--- src/rtl/fpu_pkg.sv ---
// Shared FPU types and constants: single-precision layout and the exponent base
// used when packing a normalised 32-bit integer magnitude.
package fpu_pkg;

  localparam int EXP_W         = 8;
  localparam int MAN_W         = 23;
  localparam int BIAS          = 127;
  localparam int ITOF_EXP_BASE = BIAS + 31;

  typedef struct packed {
    logic             sign;
    logic [EXP_W-1:0] exp;
    logic [MAN_W-1:0] man;
  } float_t;

endpackage

--- src/rtl/lzc32.sv ---
// Combinational 32-bit leading-zero counter; returns 32 for an all-zero input.
module lzc32 (
  input  logic [31:0] val,
  output logic [5:0]  cnt
);

  // The highest set bit wins because the loop scans upward and later hits overwrite.
  always_comb begin
    cnt = 6'd32;
    for (int i = 0; i < 32; i++) begin
      if (val[i]) cnt = 6'(31 - i);
    end
  end

endmodule

--- src/rtl/itof_pipe.sv ---
// Three-stage signed int32 -> IEEE single converter, round-to-nearest-even, valid/ready on both ends.
// Optional ITOF_UNSIGNED_EN adds in_unsigned to treat the operand as an unsigned 32-bit value.
module itof_pipe
  import fpu_pkg::*;
#(
  parameter int TAG_W = 4
) (
  input  logic             clk,
  input  logic             rst,
  input  logic             in_valid,
  output logic             in_ready,
  input  logic [31:0]      in_data,
`ifdef ITOF_UNSIGNED_EN
  input  logic             in_unsigned,
`endif
  input  logic [TAG_W-1:0] in_tag,
  output logic             out_valid,
  input  logic             out_ready,
  output logic [31:0]      out_data,
  output logic [TAG_W-1:0] out_tag
);

  function automatic float_t round_pack(input logic sign, input logic nz,
                                        input logic [30:0] frac, input logic [5:0] lz);
    float_t         f;
    logic [MAN_W:0] sum;
    logic           rnd;
    rnd    = frac[7] & ((|frac[6:0]) | frac[8]);
    sum    = {1'b0, frac[30:8]} + (MAN_W+1)'(rnd);
    f.sign = sign;
    f.exp  = EXP_W'(ITOF_EXP_BASE) - EXP_W'(lz) + EXP_W'(sum[MAN_W]);
    f.man  = sum[MAN_W-1:0];
    if (!nz) f = '0;
    return f;
  endfunction

  logic vld_p0, vld_p1, vld_p2;
  logic adv_p0, adv_p1, adv_p2;
  logic ld_p0, ld_p1, ld_p2;

  assign adv_p2   = vld_p2 & out_ready;
  assign ld_p2    = !vld_p2 | adv_p2;
  assign adv_p1   = vld_p1 & ld_p2;
  assign ld_p1    = !vld_p1 | adv_p1;
  assign adv_p0   = vld_p0 & ld_p1;
  assign ld_p0    = !vld_p0 | adv_p0;
  assign in_ready = ld_p0;

  always_ff @(posedge clk or posedge rst) begin
    if (rst) begin
      vld_p0 <= 1'b0;
      vld_p1 <= 1'b0;
      vld_p2 <= 1'b0;
    end else begin
      if (ld_p0) vld_p0 <= in_valid;
      if (ld_p1) vld_p1 <= vld_p0;
      if (ld_p2) vld_p2 <= vld_p1;
    end
  end

  // S1: sign and magnitude; -2^31 wraps to 0x8000_0000, which is the correct magnitude.
  logic signed [31:0] op_s;
  logic               sign_s0;
  logic [31:0]        mag_s0;

  assign op_s = in_data;
`ifdef ITOF_UNSIGNED_EN
  assign sign_s0 = in_data[31] & !in_unsigned;
`else
  assign sign_s0 = in_data[31];
`endif
  assign mag_s0 = sign_s0 ? unsigned'(-op_s) : unsigned'(op_s);

  logic             sign_p0;
  logic [31:0]      mag_p0;
  logic [TAG_W-1:0] tag_p0;

  always_ff @(posedge clk) begin
    if (in_valid & ld_p0) begin
      sign_p0 <= sign_s0;
      mag_p0  <= mag_s0;
      tag_p0  <= in_tag;
    end
  end

  // S2: normalise so the leading one sits in bit 31; that bit doubles as the non-zero flag.
  logic [5:0]  lz_s1;
  logic [31:0] norm_s1;

  lzc32 u_lzc (
    .val (mag_p0),
    .cnt (lz_s1)
  );

  assign norm_s1 = mag_p0 << lz_s1;

  logic             sign_p1;
  logic             nz_p1;
  logic [30:0]      frac_p1;
  logic [5:0]       lz_p1;
  logic [TAG_W-1:0] tag_p1;

  always_ff @(posedge clk) begin
    if (vld_p0 & ld_p1) begin
      sign_p1 <= sign_p0;
      nz_p1   <= norm_s1[31];
      frac_p1 <= norm_s1[30:0];
      lz_p1   <= lz_s1;
      tag_p1  <= tag_p0;
    end
  end

  // S3: round, pack and hold the result until the consumer takes it.
  float_t           res_p2;
  logic [TAG_W-1:0] tag_p2;

  always_ff @(posedge clk) begin
    if (vld_p1 & ld_p2) begin
      res_p2 <= round_pack(sign_p1, nz_p1, frac_p1, lz_p1);
      tag_p2 <= tag_p1;
    end
  end

  assign out_valid = vld_p2;
  assign out_data  = vld_p2 ? res_p2 : 32'd0;
  assign out_tag   = vld_p2 ? tag_p2 : '0;

endmodule

--- config.mk ---
export PLATFORM = sky130hd
export DESIGN_NAME = itof_pipe
export DESIGN_NICKNAME = d
export VERILOG_FILES = /design/src/rtl/fpu_pkg.sv /design/src/rtl/lzc32.sv /design/src/rtl/itof_pipe.sv
export SDC_FILE = /design/constraint.sdc
export NUM_CORES = 1
export LEC_CHECK = 0
export CAP_MARGIN = 20
export CELL_PAD_IN_SITES_DETAIL_PLACEMENT = 1
export CELL_PAD_IN_SITES_GLOBAL_PLACEMENT = 1
export CORE_MARGIN = 2
export CORE_UTILIZATION = 49
export DETAILED_ROUTE_END_ITERATION = 10
export PLACE_DENSITY_LB_ADDON = 0.1
export SETUP_SLACK_MARGIN = 0.02
export SYNTH_ARGS = -nofsm -noshare
export SYNTH_HDL_FRONTEND = slang
export SYNTH_SLANG_ARGS = --single-unit
--- constraint.sdc ---
create_clock -name clk -period 5.1 [get_ports clk]
set_input_delay 1.02 -clock clk [delete_from_list [all_inputs] [get_ports clk]]
set_output_delay 1.02 -clock clk [all_outputs]
set_load 0.02 [all_outputs]
==> results by group <==
Critical path
  • Setup crit end kind: flop
  • Slowest cell on the critical path: nand4_1
  • CP arrival: 4.50 ns
  • CP startpoint kind: flop
  • Worst Path Max Fanout: 35
  • Cell mode on critical path: a2111oi_0
  • Max incr delay on CP: 0.59 ns
  • CP top delay family: compound AO/OA/AOI/OAI gates
  • Critical path class: flop to flop
  • Critical Path, Cell by Cell: nor2b_1 -> nor3_1 -> nand4_1 -> o211ai_2 -> buf_4 -> mux2i_1 -> a2111oi_0 -> a2111oi_0 -> o211ai_1
  • CP bufs+invs: 1
  • CP Data Required Time: 5.22 ns

Layout
  • Area grow syn2layout: 21.0%
  • Nets: 806
  • Final instance area: 8780 sq um
  • N_diodes: 0
  • Most frequent cells in the layout: edfxtp_1, clkdlybuf4s50_1, and2_1, xnor2_1, nor2_1
  • Non-Filler Instances: 958
  • Layout cells sized above 1: 7.11%
  • Most common cell after layout, fill and taps aside: edfxtp_1

Die
  • Initial Util: 50.1%
  • Site Rows: 44
  • Die H: 126 um
  • # IOs: 78
  • Die area: 15800 sq um
  • Chip Width: 126 um
  • Placeable Area: 14500 sq um

GRT
  • Total gr overflow: 0
  • First-pass GRT wire length: 34.1 mm
  • Initial antenna violation count: 0
  • Largest net degree at the start of global routing: 44
  • Number of global-route vias before repair: 6329
  • Tot GR Track Use: 27.5%

Synthesis
  • Multiplexer area fraction after synthesis: 4.41%
  • XOR/XNOR share of the synthesized area: 6.03%
  • Most used DFF post-synth: edfxtp_1
  • Distinct cell type count after synthesis: 62
  • Mapped Cells: 687
  • Complex-gate fraction of the synthesized area: 17.2%
  • Area leader, netlist: edfxtp_1
  • Syn Nets: 731
  • Post-synth EDFFs: 116
  • Synth Area in Simple Gates: 19.9%
  • Yosys reg bits: 119
  • Post-Synth Adder-Cell Area: 0.690%
  • Mapped Area: 7260 sq um
  • Combinational family with the most area after synthesis: simple AND/OR/NAND/NOR gates
  • Seq/Total Area, Yosys: 49.0%
  • Synth Warn #: 0
  • Share of the synthesized area in the top cell type: 48.0%
  • Async S/R FF share, synth: 2.52%
  • Area contributors post-synth: edfxtp_1, and2_1, xnor2_1, mux2i_1, a211oi_1
  • Synthesized area per cell: 10.6 sq um

STA
  • Fin. max-slew vios: 0
  • Worst-Margin Slew: 0.990 ns
  • RSZ-0062 raised after global routing: false
  • Peak Freq: 0.228 GHz
  • Clk_skew: 0.0101 ns
  • # setup viols final: 0
  • Min Clock Period, post-route: 4.38 ns
  • Slew HR: 34.0%
  • Tcrit/Tclk final: 85.9%
  • Final Hold Fails: 0
  • TNS Setup: 0 ns

Drt
  • TritonRoute pass-1 iters: 5
  • Antenna-violating nets left: 0
  • WL final: 21.3 mm
  • Initial drt markers: 439
  • WL/cell: 22.2 um
  • Routed vias: 6085
  • DRC viols: 0
  • Vias/cell: 6.35

Place
  • Inst Count DP: 926
  • GPL Wtd Cong: 0.918
  • IO Port Bufs: 77
  • HPWL Detailed: 15.2 mm
  • Placed Area: 8210 sq um

Pwr
  • Worst VDD drop: 0.205 mV
  • Leakage power: 2.98 nW
  • Power, Total: 0.00318 W
  • Cell Pwr Density: 362 nW/um^2

Clock network
  • Total CTS buffers: 17
  • Reg clk slew, reported paths: 0.05 ns
  • TritonCTS clock tree: built
  • Htree depth: 4
  • Clk_lat worst skew: 0.42 ns
  • Clock tree buffer depth: 2
  • Hold Buf Count CTS: 0
  • Sink Count: 119
  • Post-CTS Setup Repair Bufs: 0
  • Clk Tree Root Cell: clkbuf_16
  • Post_cts resized: 0

Min path
  • Worst hold path type: flop to flop

Run status
  • Outcome: completed

Run
  • Number of max-cap violations: 0
[worst paths after layout]
kind                                     startpoint                         to  slack, ns  depth (start not counted)
max                        mag_p0[31]$_SDFFCE_PN0P_  frac_p1[29]$_SDFFCE_PP0P_       0.72                          9
min                             tag_p0[0]$_DFFE_PP_        tag_p1[0]$_DFFE_PP_       0.42                          0
max reg2reg                mag_p0[31]$_SDFFCE_PN0P_  frac_p1[29]$_SDFFCE_PP0P_       0.72                          9
min reg2reg                     tag_p0[0]$_DFFE_PP_        tag_p1[0]$_DFFE_PP_       0.42                          0
max in group asynchronous                       rst      out_valid$_DFFE_PP0P_       4.20                          2
min in group asynchronous                       rst         vld_p1$_DFFE_PP0P_       0.77                          2
[cells in the mapped netlist, types with 4 or more instances]
library cell	n
a2111oi_0	8
a211oi_1	29
a21boi_0	4
a21oi_1	22
a221oi_1	13
a22oi_1	7
and2_1	71
and4_1	4
clkbuf_1	30
edfxtp_1	116
ha_1	4
inv_1	15
mux2i_1	32
nand2_1	41
nand2b_1	12
nand3_1	16
nand4_1	6
nor2_1	43
nor2b_1	7
nor3_1	18
nor4_1	6
o2111a_1	6
o211ai_1	5
o21ai_0	27
o221ai_1	9
o22ai_1	10
o31ai_1	7
o41ai_1	4
or3_1	11
or3_4	4
or4_1	6
xnor2_1	44
xor2_1	6
[layer usage]
layer	vias up	GRT usage (%)	share of wire (%)	wire length, um
li1	2800	-	-	-
met4	0	12.5	4.1	864
met5	-	0	0	0
met2	213	50.3	53	11200
met1	3015	31.4	39	8320
met3	57	4.63	4.0	851
[layout make-up]
type / count / area (sq um)
Timing Repair Buffer: 89 / 881
Fill cell: 1554 / 5700
Clock buffer: 20 / 437
Multi-Input combinational cell: 518 / 3500
Sequential cell: 119 / 3560
Tap cell: 184 / 230
Inverter: 17 / 63.8
Clock inverter: 11 / 109
[state kept, by name (all words and copies together) (netlist names)]
register / cells
frac_p1: 31
lz_p1: 6
mag_p0: 32
nz_p1: 1
out_valid: 1
res_p2: 32
sign_p0: 1
sign_p1: 1
tag_p0: 4
tag_p1: 4
tag_p2: 4
vld_p0: 1
vld_p1: 1
[logic make-up after synthesis]
group                      count (synthesis)
muxes                                     32
adders and majority gates                  4
and+or+nand+nor                          261
DFF                                      119
buffers and inverters                     50
AOI/OAI and AO/OA                        171
xor gates and xnor gates                  50
[report_power, final]
part / switching [W] / total [W] / internal (W)
sequential: 0.0000929 / 0.00133 / 0.00124
clock: 0.000421 / 0.00113 / 0.000706
combinational: 0.000422 / 0.000723 / 0.000301
total: 0.000936 / 0.00318 / 0.00224
[through the flow]
step	utilization, %	hold WS (ns)	worst slack, ns
after floorplan	-	0.400	1.07
after global placement	56.7	0.401	0.525
after detailed placement	56.7	0.406	0.465
after CTS	60.5	0.419	0.851
after global routing	60.7	0.426	0.552
final	60.7	0.419	0.720
No activity file was read; power rests on OpenSTA's default activity.
==> patch 1: new RTL, config.mk and constraints unchanged <==
Build with the macro `ITOF_UNSIGNED_EN` defined.
--- a/src/rtl/itof_pipe.sv
+++ b/src/rtl/itof_pipe.sv
@@ -1,5 +1,7 @@
 // Three-stage signed int32 -> IEEE single converter, round-to-nearest-even, valid/ready on both ends.
 // Optional ITOF_UNSIGNED_EN adds in_unsigned to treat the operand as an unsigned 32-bit value.
+`define ITOF_UNSIGNED_EN
+
 module itof_pipe
   import fpu_pkg::*;
 #(
Interface: changed (added in_unsigned); port bits go from 78 to 79. The function was not compared with the original's and may differ.
==> patch 1 against the original RTL <==
Worst setup slack improved by 0.78 ns. Routed wire length decreased by 2.9%. Non-clock buffer count decreased by 3. Critical path depth unchanged. Area after synthesis decreased by 0.60%. Power increased by 2.4%. Design area decreased by 0.33%. Sequential power about the same. Combinational power decreased by 5.5%. Sequential cell count unchanged. Largest power group unchanged.
==> patch 1: results (changes against the original RTL) <==
- The worst-case headroom to the max-slew limit is 31.3% (-2.7 points).
- In this run the worst hold path is classified as flop to flop.
- The biggest fanout along the worst timing path is 17 (-51%).
- The sum of routed wire length over all layers came to 20.6 mm (-2.9%).
- The fraction of layout cells with a size suffix above 1 was 5.71% (-1.4 points).
- The cell with the largest stage delay on the worst path is edfxtp_1.
- The number of different library cells in the post-synthesis netlist is 59 (-4.8%).
- The aggregate global-route resource usage is 27.1% (-0.40 points).
- The post-DP HPWL is 15.5 mm (+2.2%).
- The via total after detailed routing is 5775 (-5.1%).
- The number of antenna violations at the first check in global routing is 0 (unchanged).
- The source of the worst register-to-register timing path is mag_p0[30]$_DFFE_PP_.
- The worst register-to-register path ends at frac_p1[27]$_SDFFCE_PP0P_.
- The worst-case vdd ir drop is 0.000247 V (+20%).
- The library cell used as clock root buffer is clkbuf_16.
- The maximum number of pins on one net before global-route repair came to 44 (unchanged).
- The count of fill cells added during filler insertion is 1556 (+0.13%).
- The proportion of register bits with asynchronous set or reset after synthesis is 2.52% (unchanged).
- The peak per-stage delay on the critical path is 0.47 ns (-0.12 ns).
- The leakage power of the design came to 3.15 nW (+5.7%).
- The first-pass detailed-route iteration total came to 6 (+1).
- The count of antenna diodes in the layout came to 0 (unchanged).
- The number of I/O port buffers was 78 (+1.3%).
- The net count reported at finish is 802 (-0.50%).
- By count the netlist is led by edfxtp_1 (116), and2_1 (71), mux2i_1 (47).
- The switching power share of the total is 28.2% (-1.3 points).
- The slack of the worst reg-to-reg path is 1.50 ns (+0.78 ns).
- The proportion of synthesized chip area in sequential cells is 49.3% (+0.30 points).
- The count of warnings emitted by yosys was 0 (unchanged).
- The routability-driven placement congestion ratio was 0.930 (+1.3%).
- The worst setup timing slack at the placement stage was 1.24 ns (+0.779 ns).
- The number of flops mapped to enable cells by yosys is 116 (unchanged).
- The flow ran to the end, and the final reports show no timing, DRC or antenna violations.
- The DRC violation total after the first TritonRoute iteration came to 384 (-13%).
- After clock tree synthesis, the clock-pin slew on the worst setup and hold paths is 0.06 ns.
- The path with the worst hold slack has its endpoint at tag_p1[3]$_DFFE_PP_.
- The first-pass GRT wire length is 33.2 mm (-2.7%).
- Ranked by total cell area, the synthesized netlist is headed by edfxtp_1 (48%), mux2i_1 (6.5%), and2_1 (6.2%).
- The setup skew after layout is 0.0208 ns (+0.0108 ns).
- The via count of the first global-routing pass is 6179 (-2.4%).
- The area after detailed placement is 8140 sq um (-0.81%).
- The setup TNS came to 0 ns (unchanged).
- The post-synth net total is 729 (-0.27%).
- The worst hold path begins at tag_p0[3]$_DFFE_PP_.
patch 1: changes by cell type after synthesis, moves of 9 or more:
cell      before  now
mux2i_1       32   47
o21ai_0       27   18
xnor2_1       44   33
a211oi_1      29   19
a21oi_1       22   32
xor2_1         6   18
nor4_1         6   16
patch 1: how the worst max path moves through the flow:
| stage | start | endpoint | slack [ns] | cells past startpoint |
|---|---|---|---|---|
| after global routing | mag_p0[30]$_DFFE_PP_ | frac_p1[23]$_SDFFCE_PP0P_ | 1.22 | 10 |
| final | mag_p0[30]$_DFFE_PP_ | frac_p1[27]$_SDFFCE_PP0P_ | 1.50 | 9 |
| after floorplan | in_data[12] | mag_p0[29]$_DFFE_PP_ | 2.19 | 8 |
| after CTS | mag_p0[30]$_DFFE_PP_ | frac_p1[27]$_SDFFCE_PP0P_ | 1.55 | 9 |
| after detailed placement | in_data[2] | mag_p0[29]$_DFFE_PP_ | 1.24 | 7 |
| after global placement | in_data[11] | mag_p0[29]$_DFFE_PP_ | 1.38 | 9 |
patch 1: layout make-up:
class	count	area, sq um	area share (%)
inverters	24	92.6	1.06
flip-flops and latches	119	3560	40.7
repair buffers	86	841	9.61
clock buffers	19	433	4.95
clock inverters	13	178	2.03
multi-input cells	509	3420	39.1
well taps	184	230	2.63
patch 1: cells by family (layout without fill, tap and decap cells):
family	Yosys count	after routing	synth area share, %
fa+ha+maj	4	4	0.694
mux	49	49	7.15
buf+inv	56	142	3.35
compound gates	152	152	14.7
simple gates	253	253	18.6
xor+xnor	51	51	6.19
flops	119	119	49.3
patch 1: power groups by stage:
stage	Combinational [mW]	Clock (mW)	Sequential [mW]
after floorplan	0.439	0	1.31
after global placement	0.652	0	1.33
after detailed placement	0.675	0	1.35
after CTS	0.683	1.25	1.33
after global routing	0.739	1.30	1.34
final	0.683	1.24	1.33
patch 1: per-layer routing:
layer	vias up	share of wire (%)	track usage, %
met5	-	0	0
met4	0	3.6	11.0
met3	43	2.9	5.35
met2	140	53	50.3
met1	2859	40	30.4
li1	2733	-	-
patch 1: stage by stage:
step | hold WS [ns] | util, % | std cells
6_report | 0.422 | 60.5 | 954
5_1_grt | 0.433 | 60.5 | 954
4_1_cts | 0.425 | 60.5 | 954
3_5_place_dp | 0.408 | 56.2 | 922
3_3_place_gp | 0.402 | 56.2 | 922
2_1_floorplan | 0.400 | - | 684
==> patch 2: new RTL, same flow settings <==
Made on the original files. Reset style: synchronous (`rst`), changed in one clocked block.
--- a/src/rtl/itof_pipe.sv
+++ b/src/rtl/itof_pipe.sv
@@ -46,7 +46,7 @@
   assign ld_p0    = !vld_p0 | adv_p0;
   assign in_ready = ld_p0;
 
-  always_ff @(posedge clk or posedge rst) begin
+  always_ff @(posedge clk) begin
     if (rst) begin
       vld_p0 <= 1'b0;
       vld_p1 <= 1'b0;
Check against the original RTL: differs if rst is asserted again (counterexample within 4 cycles, from zero or initial values and one cycle with rst high); with rst held inactive, the same outputs for 4 cycles.
==> patch 2 against the original RTL <==
Sequential cell count unchanged. Worst setup slack gained 0.35 ns. Routed wire length decreased by 1.9%. Combinational power fell by 24%. Power down 5.6%. Critical path type unchanged. Clock skew shrank 0.0047 ns. Design area rose by 1.0%. Area after synthesis is 0.36% higher.
==> patch 2: results (changes against the original RTL) <==
- The run finished with clean final reports.
- The setup skew after layout is 0.00537 ns (-0.00471 ns).
- The count of warnings emitted by yosys is 0 (unchanged).
- The setup TNS is 0 ns (unchanged).
- The via total after detailed routing is 5995 (-1.5%).
- The routed metal-1 wire length is 8.42 mm (+1.2%).
- The number of gates given a new drive strength after cts was 0 (unchanged).
- The library cell used as clock root buffer is clkbuf_16.
- The average via count per standard cell is 6.22 (-2.1%).
- The synthesized netlist cell count is 691 (+0.58%).
- The aggregate global-route resource usage is 26.8% (-0.73 points).
- The arrival time at the worst endpoint is 4.16 ns (-0.34 ns).
- The sum of buffers and inverters on the critical path is 2 (+1).
- The number of I/O port buffers is 77 (unchanged).
- The clock buffer count from CTS came to 17 (unchanged).
- The cell with the largest stage delay on the worst path is mux4_2.
- The routability-driven placement congestion ratio is 0.882 (-3.9%).
- The post-synth net total is 735 (+0.55%).
- The number of flops mapped to enable cells by yosys came to 116 (unchanged).
- Sorting the synthesized cells by area gives the leading types as edfxtp_1 (48%), and2_1 (6.1%), xnor2_1 (5.7%).
- In the final layout, the registers with the most flip-flops are mag_p0 x32, res_p2 x32, frac_p1 x31.
- The sum of routed wire length over all layers was 20.9 mm (-1.9%).
- The fraction of layout cells with a size suffix above 1 is 8.08% (+0.97 points).
- The maximum number of pins on one net before global-route repair is 43 (-2.3%).
- The area after detailed placement is 8270 sq um (+0.70%).
- The first-pass GRT wire length was 33.2 mm (-2.7%).
- The via count of the first global-routing pass is 6192 (-2.2%).
- The met3 wirelength from detailed routing came to 863 um (+1.4%).
- The slack of the worst reg-to-reg path is 1.07 ns (+0.35 ns).
- The peak per-stage delay on the critical path is 0.62 ns (+0.03 ns).
- The length of routed met2 wiring is 11.0 mm (-2.4%).
- The net count reported at finish is 811 (+0.62%).
- The number of setup buffers added after CTS is 0 (unchanged).
- The count of antenna diodes in the layout is 0 (unchanged).
- The placed instance count is 931 (+0.54%).
- The leakage power of the design is 3.00 nW (+0.76%).
- The DRC violation total after the first TritonRoute iteration is 440 (+0.23%).
- The number of different library cells in the post-synthesis netlist is 70 (+13%).
- The biggest fanout along the worst timing path came to 27 (-23%).
- The path class of the tightest hold or removal check is flop to flop.
- The H-tree level count is 4 (unchanged).
- The proportion of register bits with asynchronous set or reset after synthesis is 0% (-2.5 points).
- The proportion of synthesized chip area in sequential cells is 48.7% (-0.38 points).
- The clock-pin slew of the registers on the worst-case setup and hold paths is roughly 0.060 ns.
- The transition time of the tightest slew-check pin was 1.06 ns (+0.0727 ns).
- The worst setup timing slack at the placement stage is 1.18 ns (+0.720 ns).
- By count the netlist is led by edfxtp_1 (116), and2_1 (71), nand2_1 (47), xnor2_1 (47), nor2_1 (41).
- The worst-case vdd ir drop is 0.000251 V (+22%).
- The clock insertion delay at the later pin of the skew report is 0.42 ns (about the same).
- The minimum hold slack is 0.418 ns (-0.00171 ns).
- The final clock period utilization by the worst path is 79.0% (-6.9 points).
- The post-DP HPWL is 15.3 mm (+0.56%).
==> patch 2: path summary, 6_finish.rpt <==
kind                              from                         to  cells past startpoint
hold reg to reg    tag_p1[2]$_DFFE_PP_        tag_p2[2]$_DFFE_PP_                      0
setup reg to reg  mag_p0[18]$_DFFE_PP_  frac_p1[29]$_SDFFCE_PP0P_                     10
setup / recovery  mag_p0[18]$_DFFE_PP_  frac_p1[29]$_SDFFCE_PP0P_                     10
hold / removal     tag_p1[2]$_DFFE_PP_        tag_p2[2]$_DFFE_PP_                      0
==> patch 2: cell families after synthesis <==
kind of cell / Yosys count / synth area share (%)
muxes: 26 / 4.33
adders and majority gates: 4 / 0.687
buffers and inverters: 54 / 3.11
AOI/OAI and AO/OA: 175 / 17.6
DFF: 119 / 48.7
xor gates and xnor gates: 51 / 6.13
and+or+nand+nor: 262 / 19.5
==> patch 2: worst register-to-register path, stage by stage, from the launching register on <==
cell,delay (ns)
edfxtp_1,0.51
or4_1,0.60
or3_1,0.38
a2111oi_2,0.40
o21ai_2,0.15
inv_2,0.08
buf_4,0.31
mux4_2,0.63
a221o_1,0.37
o221ai_1,0.10
o221ai_1,0.21
==> patch 2: layout make-up <==
class / count / area [sq um]
flip-flops and latches: 119 / 3540
clock inverters: 13 / 153
multi-input cells: 518 / 3550
repair buffers: 90 / 881
clock buffers: 19 / 433
fillers: 1524 / 5660
inverters: 21 / 81.3
well taps: 184 / 230
==> patch 2: power by group <==
group | internal, mW | switching, mW | total, mW
clock | 0.763 | 0.431 | 1.19
combinational | 0.221 | 0.326 | 0.547
sequential | 1.18 | 0.0821 | 1.26
total | 2.16 | 0.839 | 3.00
==> patch 2: routing by layer <==
metal,up-vias,GRT usage (%)
met4,0,11.0
met5,-,0
li1,2828,-
met2,202,48.9
met3,42,4.55
met1,2923,31.1
